## config.mk

```make
export PLATFORM = sky130hd
export DESIGN_NAME = uart_transmitter_flat
export DESIGN_NICKNAME = d
export VERILOG_FILES = /design/src/rtl/uart_pkg.sv /design/src/rtl/uart_transmitter_if.sv /design/src/rtl/uart_tx_bit_timer.sv /design/src/rtl/uart_transmitter.sv /design/src/flat_wrapper.sv
export SDC_FILE = /design/constraint.sdc
export NUM_CORES = 1
export LEC_CHECK = 0
export BUFFER_PORTS_ARGS = -buffer_cell sky130_fd_sc_hd__buf_2
export CAP_MARGIN = 20
export CORE_MARGIN = 2
export CORE_UTILIZATION = 45
export DETAILED_ROUTE_END_ITERATION = 6
export PLACE_DENSITY_LB_ADDON = 0.3
export REMOVE_ABC_BUFFERS = 1
export SLEW_MARGIN = 20
export SYNTH_ARGS = -nofsm -noshare
export SYNTH_HDL_FRONTEND = slang
export SYNTH_SLANG_ARGS = --single-unit
```

## constraint.sdc

```tcl
create_clock -name clk -period 3.7 [get_ports clk]
set_clock_uncertainty 0.15 [all_clocks]
set_input_delay 0.37 -clock clk [delete_from_list [all_inputs] [get_ports clk]]
set_output_delay 0.37 -clock clk [all_outputs]
set_load 0.1 [all_outputs]
```

## src/rtl/uart_pkg.sv

```systemverilog
// Shared UART definitions: state encoding, stop-length codes, bit-length limits
// and the IrDA-SIR pulse ratio, plus small helpers used by the transmitter.
package uart_pkg;

    typedef enum logic [2:0] {
        ST_IDLE   = 3'd0,
        ST_START  = 3'd1,
        ST_DATA   = 3'd2,
        ST_PARITY = 3'd3,
        ST_STOP   = 3'd4
    } tx_state_e;

    localparam logic [1:0] STOP_1   = 2'b00;
    localparam logic [1:0] STOP_0P5 = 2'b01;
    localparam logic [1:0] STOP_2   = 2'b10;
    localparam logic [1:0] STOP_1P5 = 2'b11;

    localparam int BR_MIN = 16;

    // IrDA-SIR pulse occupies IRDA_NUM/2^IRDA_SHIFT of a bit period.
    localparam int IRDA_NUM   = 3;
    localparam int IRDA_SHIFT = 4;

    // One extra bit so that a two-stop-bit period of a 16-bit baud value fits.
    localparam int CNT_W = 17;

    function automatic logic [15:0] eff_bit_len(input logic [15:0] br,
                                                input logic [15:0] br_min);
        return (br < br_min) ? br_min : br;
    endfunction

    function automatic logic [CNT_W-1:0] stop_cycles(input logic [15:0] bl,
                                                     input logic [1:0]  code);
        logic [CNT_W-1:0] cycles;
        case (code)
            STOP_0P5: cycles = {2'b00, bl[15:1]};
            STOP_2:   cycles = {bl, 1'b0};
            STOP_1P5: cycles = {1'b0, bl} + {2'b00, bl[15:1]};
            default:  cycles = {1'b0, bl};
        endcase
        return cycles;
    endfunction

    function automatic logic [CNT_W-1:0] irda_pulse_len(input logic [15:0] bl);
        logic [19:0] prod;
        prod = 20'(bl) * 20'(IRDA_NUM);
        return CNT_W'(prod >> IRDA_SHIFT);
    endfunction

endpackage

```

## src/rtl/uart_transmitter_if.sv

```systemverilog
// Word handshake between a producer and the UART transmitter.
interface uart_transmitter_if;

    logic       tx_vld;
    logic [8:0] tx_data;
    logic       tx_rdy;

    modport master (
        output tx_vld,
        output tx_data,
        input  tx_rdy
    );

    modport slave (
        input  tx_vld,
        input  tx_data,
        output tx_rdy
    );

endinterface

```

## src/rtl/uart_tx_bit_timer.sv

```systemverilog
// Per-bit down-counter for the transmitter: reloaded at each bit boundary, it
// flags the final cycle of the bit and the leading IrDA pulse window.
module uart_tx_bit_timer
    import uart_pkg::*;
(
    input  logic             clk,
    input  logic             rstn,
    input  logic             load_i,
    input  logic [CNT_W-1:0] load_val_i,
    input  logic [CNT_W-1:0] pulse_len_i,
    output logic             done_o,
    output logic             irda_win_o
);

    logic [CNT_W-1:0] cnt_q, cnt_d;
    logic [CNT_W-1:0] elapsed_q, elapsed_d;
    logic             run_q, run_d;

    always_comb begin
        cnt_d     = cnt_q;
        elapsed_d = elapsed_q;
        run_d     = run_q;
        if (load_i) begin
            cnt_d     = load_val_i;
            elapsed_d = '0;
            run_d     = 1'b1;
        end else if (run_q) begin
            elapsed_d = elapsed_q + 1'b1;
            if (cnt_q == '0) begin
                run_d = 1'b0;
            end else begin
                cnt_d = cnt_q - 1'b1;
            end
        end
    end

    always_ff @(posedge clk) begin
        if (!rstn) begin
            cnt_q     <= '0;
            elapsed_q <= '0;
            run_q     <= 1'b0;
        end else begin
            cnt_q     <= cnt_d;
            elapsed_q <= elapsed_d;
            run_q     <= run_d;
        end
    end

    assign done_o     = run_q && (cnt_q == '0);
    assign irda_win_o = run_q && (elapsed_q < pulse_len_i);

endmodule

```

## src/rtl/uart_transmitter.sv

```systemverilog
// UART transmitter: start, 8/9 data bits LSB first, optional parity and
// 0.5/1/1.5/2 stop bits, with optional IrDA-SIR return-to-zero shaping.
module uart_transmitter
    import uart_pkg::*;
#(
    parameter int BR_MIN  = uart_pkg::BR_MIN,
    parameter int STATE_W = 8
) (
    input  logic                clk,
    input  logic                rstn,
    input  logic                tx_en,
    input  logic [15:0]         baud_rate,
    input  logic                word_len,
    input  logic                parity_en,
    input  logic                parity_type,
    input  logic [1:0]          stop_len,
    input  logic                irda_mode,
    uart_transmitter_if.slave   tx_if,
    output logic                tx_dout,
    output logic                tx_busy,
    output logic                tx_done_p,
    output logic [STATE_W-1:0]  tx_state
);

    tx_state_e        state_q, state_d;

    logic [15:0]      bl_in;
    logic [15:0]      bl_q;
    logic             wlen_q;
    logic             pen_q;
    logic             ptype_q;
    logic [1:0]       stop_q;
    logic             irda_q;

    logic [8:0]       shift_q;
    logic [3:0]       bitcnt_q;
    logic             par_q;

    logic             accept;
    logic             last_bit;
    logic             tmr_load;
    logic [CNT_W-1:0] tmr_val;
    logic [CNT_W-1:0] bit_val;
    logic [CNT_W-1:0] stop_val;
    logic [CNT_W-1:0] pulse_len;
    logic             tmr_done;
    logic             irda_win;
    logic             line_bit;

    assign bl_in     = eff_bit_len(baud_rate, 16'(BR_MIN));
    assign bit_val   = {1'b0, bl_q} - 1'b1;
    assign stop_val  = stop_cycles(bl_q, stop_q) - 1'b1;
    assign pulse_len = irda_pulse_len(bl_q);
    assign last_bit  = (bitcnt_q == (wlen_q ? 4'd8 : 4'd7));
    assign accept    = tx_if.tx_vld & tx_if.tx_rdy;

    uart_tx_bit_timer u_bit_timer (
        .clk         (clk),
        .rstn        (rstn),
        .load_i      (tmr_load),
        .load_val_i  (tmr_val),
        .pulse_len_i (pulse_len),
        .done_o      (tmr_done),
        .irda_win_o  (irda_win)
    );

    always_ff @(posedge clk) begin
        if (!rstn) begin
            state_q <= ST_IDLE;
        end else begin
            state_q <= state_d;
        end
    end

    // Every bit boundary reloads the timer with the length of the bit that follows.
    always_comb begin
        state_d  = state_q;
        tmr_load = 1'b0;
        tmr_val  = '0;
        case (state_q)
            ST_IDLE: begin
                if (accept) begin
                    state_d  = ST_START;
                    tmr_load = 1'b1;
                    tmr_val  = {1'b0, bl_in} - 1'b1;
                end
            end
            ST_START: begin
                if (tmr_done) begin
                    state_d  = ST_DATA;
                    tmr_load = 1'b1;
                    tmr_val  = bit_val;
                end
            end
            ST_DATA: begin
                if (tmr_done) begin
                    tmr_load = 1'b1;
                    if (!last_bit) begin
                        tmr_val = bit_val;
                    end else if (pen_q) begin
                        state_d = ST_PARITY;
                        tmr_val = bit_val;
                    end else begin
                        state_d = ST_STOP;
                        tmr_val = stop_val;
                    end
                end
            end
            ST_PARITY: begin
                if (tmr_done) begin
                    state_d  = ST_STOP;
                    tmr_load = 1'b1;
                    tmr_val  = stop_val;
                end
            end
            ST_STOP: begin
                if (tmr_done) begin
                    state_d = ST_IDLE;
                end
            end
            default: begin
                state_d = ST_IDLE;
            end
        endcase
    end

    // Frame configuration is frozen at accept so mid-frame input changes are harmless.
    always_ff @(posedge clk) begin
        if (!rstn) begin
            bl_q     <= '0;
            wlen_q   <= 1'b0;
            pen_q    <= 1'b0;
            ptype_q  <= 1'b0;
            stop_q   <= STOP_1;
            irda_q   <= 1'b0;
            shift_q  <= '0;
            bitcnt_q <= '0;
            par_q    <= 1'b0;
        end else if (accept) begin
            bl_q     <= bl_in;
            wlen_q   <= word_len;
            pen_q    <= parity_en;
            ptype_q  <= parity_type;
            stop_q   <= stop_len;
            irda_q   <= irda_mode;
            shift_q  <= tx_if.tx_data;
            bitcnt_q <= '0;
            par_q    <= 1'b0;
        end else if ((state_q == ST_DATA) && tmr_done) begin
            shift_q  <= {1'b0, shift_q[8:1]};
            bitcnt_q <= bitcnt_q + 1'b1;
            par_q    <= par_q ^ shift_q[0];
        end
    end

    always_comb begin
        line_bit = 1'b1;
        case (state_q)
            ST_START:  line_bit = 1'b0;
            ST_DATA:   line_bit = shift_q[0];
            ST_PARITY: line_bit = par_q ^ ptype_q;
            default:   line_bit = 1'b1;
        endcase
    end

    // IrDA inverts the sense: only a logical 0 produces a short high pulse.
    always_comb begin
        tx_if.tx_rdy = rstn & tx_en & (state_q == ST_IDLE);
        tx_busy      = (state_q != ST_IDLE);
        tx_done_p    = (state_q == ST_STOP) && tmr_done;
        tx_state     = '0;
        tx_state[2:0] = state_q;
        if (state_q == ST_IDLE) begin
            tx_dout = ~irda_mode;
        end else if (irda_q) begin
            tx_dout = ~line_bit & irda_win;
        end else begin
            tx_dout = line_bit;
        end
    end

endmodule
```

## src/flat_wrapper.sv

```systemverilog
// flat-port wrapper written by rule: the top's interface ports become plain ports
module uart_transmitter_flat import uart_pkg::*;
#(
    parameter int BR_MIN  = uart_pkg::BR_MIN,
    parameter int STATE_W = 8
)
  (clk, rstn, tx_en, baud_rate, word_len, parity_en, parity_type, stop_len, irda_mode, tx_dout, tx_busy, tx_done_p, tx_state, tx_if_tx_vld, tx_if_tx_data, tx_if_tx_rdy);
  uart_transmitter_if tx_if_i ();
  input  logic clk;
  input  logic rstn;
  input  logic tx_en;
  input  logic [15:0] baud_rate;
  input  logic word_len;
  input  logic parity_en;
  input  logic parity_type;
  input  logic [1:0] stop_len;
  input  logic irda_mode;
  output logic tx_dout;
  output logic tx_busy;
  output logic tx_done_p;
  output logic [STATE_W-1:0] tx_state;
  input wire logic [$bits(tx_if_i.tx_vld)-1:0] tx_if_tx_vld;
  input wire logic [$bits(tx_if_i.tx_data)-1:0] tx_if_tx_data;
  output wire logic [$bits(tx_if_i.tx_rdy)-1:0] tx_if_tx_rdy;
  assign tx_if_i.tx_vld = tx_if_tx_vld;
  assign tx_if_i.tx_data = tx_if_tx_data;
  assign tx_if_tx_rdy = tx_if_i.tx_rdy;
  uart_transmitter #(.BR_MIN(BR_MIN), .STATE_W(STATE_W)) u_core (.clk(clk), .rstn(rstn), .tx_en(tx_en), .baud_rate(baud_rate), .word_len(word_len), .parity_en(parity_en), .parity_type(parity_type), .stop_len(stop_len), .irda_mode(irda_mode), .tx_if(tx_if_i), .tx_dout(tx_dout), .tx_busy(tx_busy), .tx_done_p(tx_done_p), .tx_state(tx_state));
endmodule
```

==> impl_metrics.toml <==
[floorplan]
die-area_um2 = 15100
die_y_um = 123
start_util_pct = 46.0
die_w_um = 123
num_io_pins = 47
core_region_area_um2 = 13900
row_count = 43

[cells_and_area]
drive_gt1_share_pct = 24.2
stdcell_count = 1116
utilization_pct = 57.0
fin_nets = 1016
syn_to_final_growth_pct = 24.1
stdcell_area_um2 = 7920
num-fill-cells = 1310

[power]
p_int_w = 0.00203
ir_worst_vdd_mv = 0.261
p_sw_w = 0.00140
p_leak_nw = 3.22
p_clk_share_pct = 27.4
pwr-share-seq_pct = 27.6
swShare_pct = 40.9
comb_power_share_pct = 45.0
power_density_nw_per_um2 = 433

[setup_path]
critPathLaunchType = "flip-flop"
crit_buf_inv = 3
critical_path_peak_fanout = 3
criticalPathCategory = "flip-flop to output pin"
cp_cell_sequence = "ha_4, buf_6, a211o_1, a41oi_2, a211oi_4, o211ai_1, nand2_1, xnor2_2, inv_2, ha_4, nor2b_1, o21ai_1, nand4_1, a31oi_1, or3_4, buf_12"
path_common_cell = "ha_4"
crit_family = "compound AO/OA/AOI/OAI gates"
cp_data_arrival_time_ns = 3.54
crit_required_ns = 3.18
crit_slowest_cell = "or3_4"
critPathCaptureType = "output pin"
slowest_delay_ns = 0.39

[detailed_routing]
avgRoutedWirePerCell_um = 16.4
dr.first_iter.drc_count = 546
via_per_inst = 5.74
dr.pass1.iters = 7
drtAntennaViolNets = 0
drc = 3
wl_um = 18400
vias = 6408

[timing]
final_hold_viol_count = 0
setup_viol = 1
relSlewSlack_pct = 52.9
setup_ws_ns = -0.362
fmax_mhz = 246
fin_crit_sh_pct = 110
grt_setup_unrepaired = "yes"
tightest_slew_ns = 0.701
drv_slew = 0
min_period_ns = 4.06
timing.setup.tns_ns = -0.362
hold_ws_ns = 0.0492

[clocking]
clkTransAtPathRegs_ns = 0.06
cts.sinks = 74
clockBufferDepth = 2
cts_root_buf = "clkbuf_16"
cts_tree = "built"
clk_latency_ns = 0.36
cts_max_level = 3
cts_buffers = 9

[synth]
yosys_most_used_dff = "dfxtp_1"
ys_ff_latch = 74
syn-cell-area_um2 = 6380
synth_warnings = 0
synth_cell_types = 80
yosysTopAreaCell = "dfxtp_1"
synth-async-reset-ratio_pct = 0
syn-instance-count = 820
synth_edf_count = 0
synth_top_area_share_pct = 23.2
yosys-top-cells-area = "dfxtp_1, ha_1, xnor2_1"
avgSynthCellArea_um2 = 7.78
yosysSeqAreaShare_pct = 23.2

[global_route]
grt_pass1_wl_um = 28800
antenna_found_initial = 1
grt_pass1_vias = 5777
grt-ovfl-total = 0
grt_max_degree = 36
grtUsageTotal_pct = 24.4

[placement]
place_hpwl_um = 13900
gp_congestion = 0.875
port_buffers = 41
dp.cells = 1098
place_area_um2 = 7380

[worst_hold_path]
holdCritPathClass = "input port to flip-flop"

[run_status]
outcome = "complete, but fails checks"
failed_checks = "design-rule violations, negative setup slack"

[job]
drv_cap = 0
==> flip-flops by register name, summed over array words and instances (netlist names), 2 cells and up <==
| signal | count |
|---|---|
| u_core.stop_q | 2 |
| u_core.bitcnt_q | 4 |
| u_core.bl_q | 16 |
| u_core.u_bit_timer.cnt_q | 17 |
| u_core.shift_q | 9 |
| u_core.state_q | 3 |
| u_core.u_bit_timer.elapsed_q | 17 |
==> worst register-to-register path: cells and delay by family, from the launching register on <==
kind                       cells  cell delay (ns)
and+or+nand+nor                4             1.11
AOI/OAI and AO/OA              4             1.00
DFF                            1             0.35
buffers and inverters          3             0.35
adders and majority gates      1             0.24
xor gates and xnor gates       1             0.19
==> logic make-up after synthesis <==
group	count (synthesis)	synth area share, %
other	1	0.0588
AND/OR/NAND/NOR	324	25.8
AO/OA/AOI/OAI	206	22.5
buffers and inverters	75	5.18
flip-flops	74	23.2
XOR/XNOR	74	10.2
multiplexers	15	2.98
adder cells (fa/ha/maj)	51	10.1
==> worst paths after layout <==
path | from | to | slack (ns) | depth (start not counted)
setup / recovery | u_core.bl_q[1]$_SDFFE_PN0P_ | tx_dout | -0.36 | 16
hold reg to reg | u_core.shift_q[4]$_SDFFE_PN0P_ | u_core.shift_q[4]$_SDFFE_PN0P_ | 0.30 | 2
hold / removal | stop_len[0] | u_core.stop_q[0]$_SDFFE_PN0P_ | 0.05 | 3
setup reg to reg | u_core.bl_q[3]$_SDFFE_PN0P_ | u_core.u_bit_timer.cnt_q[13]$_SDFFE_PN0P_ | 0.19 | 13
==> power by group through the flow <==
| stage | sequential (W) | clock [W] | combinational (W) |
|---|---|---|---|
| 3_5_place_dp | 0.000958 | 0 | 0.00147 |
| 4_1_cts | 0.000942 | 0.000959 | 0.00151 |
| 3_3_place_gp | 0.000957 | 0 | 0.00146 |
| 6_report | 0.000946 | 0.000941 | 0.00154 |
| 5_1_grt | 0.000957 | 0.000989 | 0.00167 |
| 2_1_floorplan | 0.00100 | 0 | 0.000979 |
==> metrics by stage <==
step / total power [W] / worst slack, ns
floorplan: 0.00198 / -1.85
global placement: 0.00241 / -0.0931
detailed placement: 0.00243 / -0.175
CTS: 0.00341 / -0.326
global route: 0.00362 / -0.537
finish: 0.00343 / -0.362
==> metal layers <==
layer | vias up | share of wire (%) | wire length [um] | GRT usage [%]
li1 | 3187 | - | - | -
met1 | 3000 | 45 | 8190 | 31.4
met2 | 186 | 47 | 8680 | 40.0
met3 | 35 | 5.8 | 1060 | 6.09
met4 | 0 | 2.3 | 427 | 7.67
met5 | - | 0 | 0 | 0
==> Yosys cell counts, types with 8 or more instances <==
cell      count
nand2_1      89
nor2_1       83
dfxtp_1      74
a21oi_1      56
ha_1         50
xnor2_1      40
o21ai_0      36
xor2_1       34
nand3_1      33
inv_1        28
clkbuf_1     26
o31ai_1      16
nor3_1       14
nand4_1      13
nor4_1       11
or3_1        11
and3_1       10
mux2i_1      10
nor2b_1       9
o211ai_1      9
a211oi_1      8
a22oi_1       8
nand2b_1      8
==> cell usage in the layout, fill, tap and decap left out, types with 9 or more instances in the layout <==
master | Yosys | final
a21oi_1 | 56 | 53
and3_1 | 10 | 10
buf_2 | 6 | 40
buf_4 | 7 | 95
clkbuf_16 | 0 | 9
dfxtp_1 | 74 | 71
ha_1 | 50 | 40
inv_1 | 28 | 24
mux2i_1 | 10 | 10
nand2_1 | 89 | 88
nand3_1 | 33 | 33
nand4_1 | 13 | 13
nor2_1 | 83 | 82
nor3_1 | 14 | 14
nor4_1 | 11 | 10
o211ai_1 | 9 | 9
o21ai_0 | 36 | 32
o31ai_1 | 16 | 16
or3_1 | 11 | 9
xnor2_1 | 40 | 38
xor2_1 | 34 | 34
==> timing repair <==
item,CTS,global route
endpoints found under the setup margin,1,1
gates cloned,0,0
pin swaps,13,13
hold buffers,0,0
gates resized for setup,31,20
buffers inserted,0,1
==> final cells by class <==
type	instances	area (um2)	share of cell area (%)
sequential	74	1490	18.8
clock buffer	9	225	2.84
inverter	29	114	1.44
multi-input combinational	675	4780	60.4
antenna	1	2.50	0.0316
tap	180	225	2.84
clock inverter	7	83.8	1.06
timing repair buffer	141	998	12.6
No activity file was read; power rests on OpenSTA's default activity.
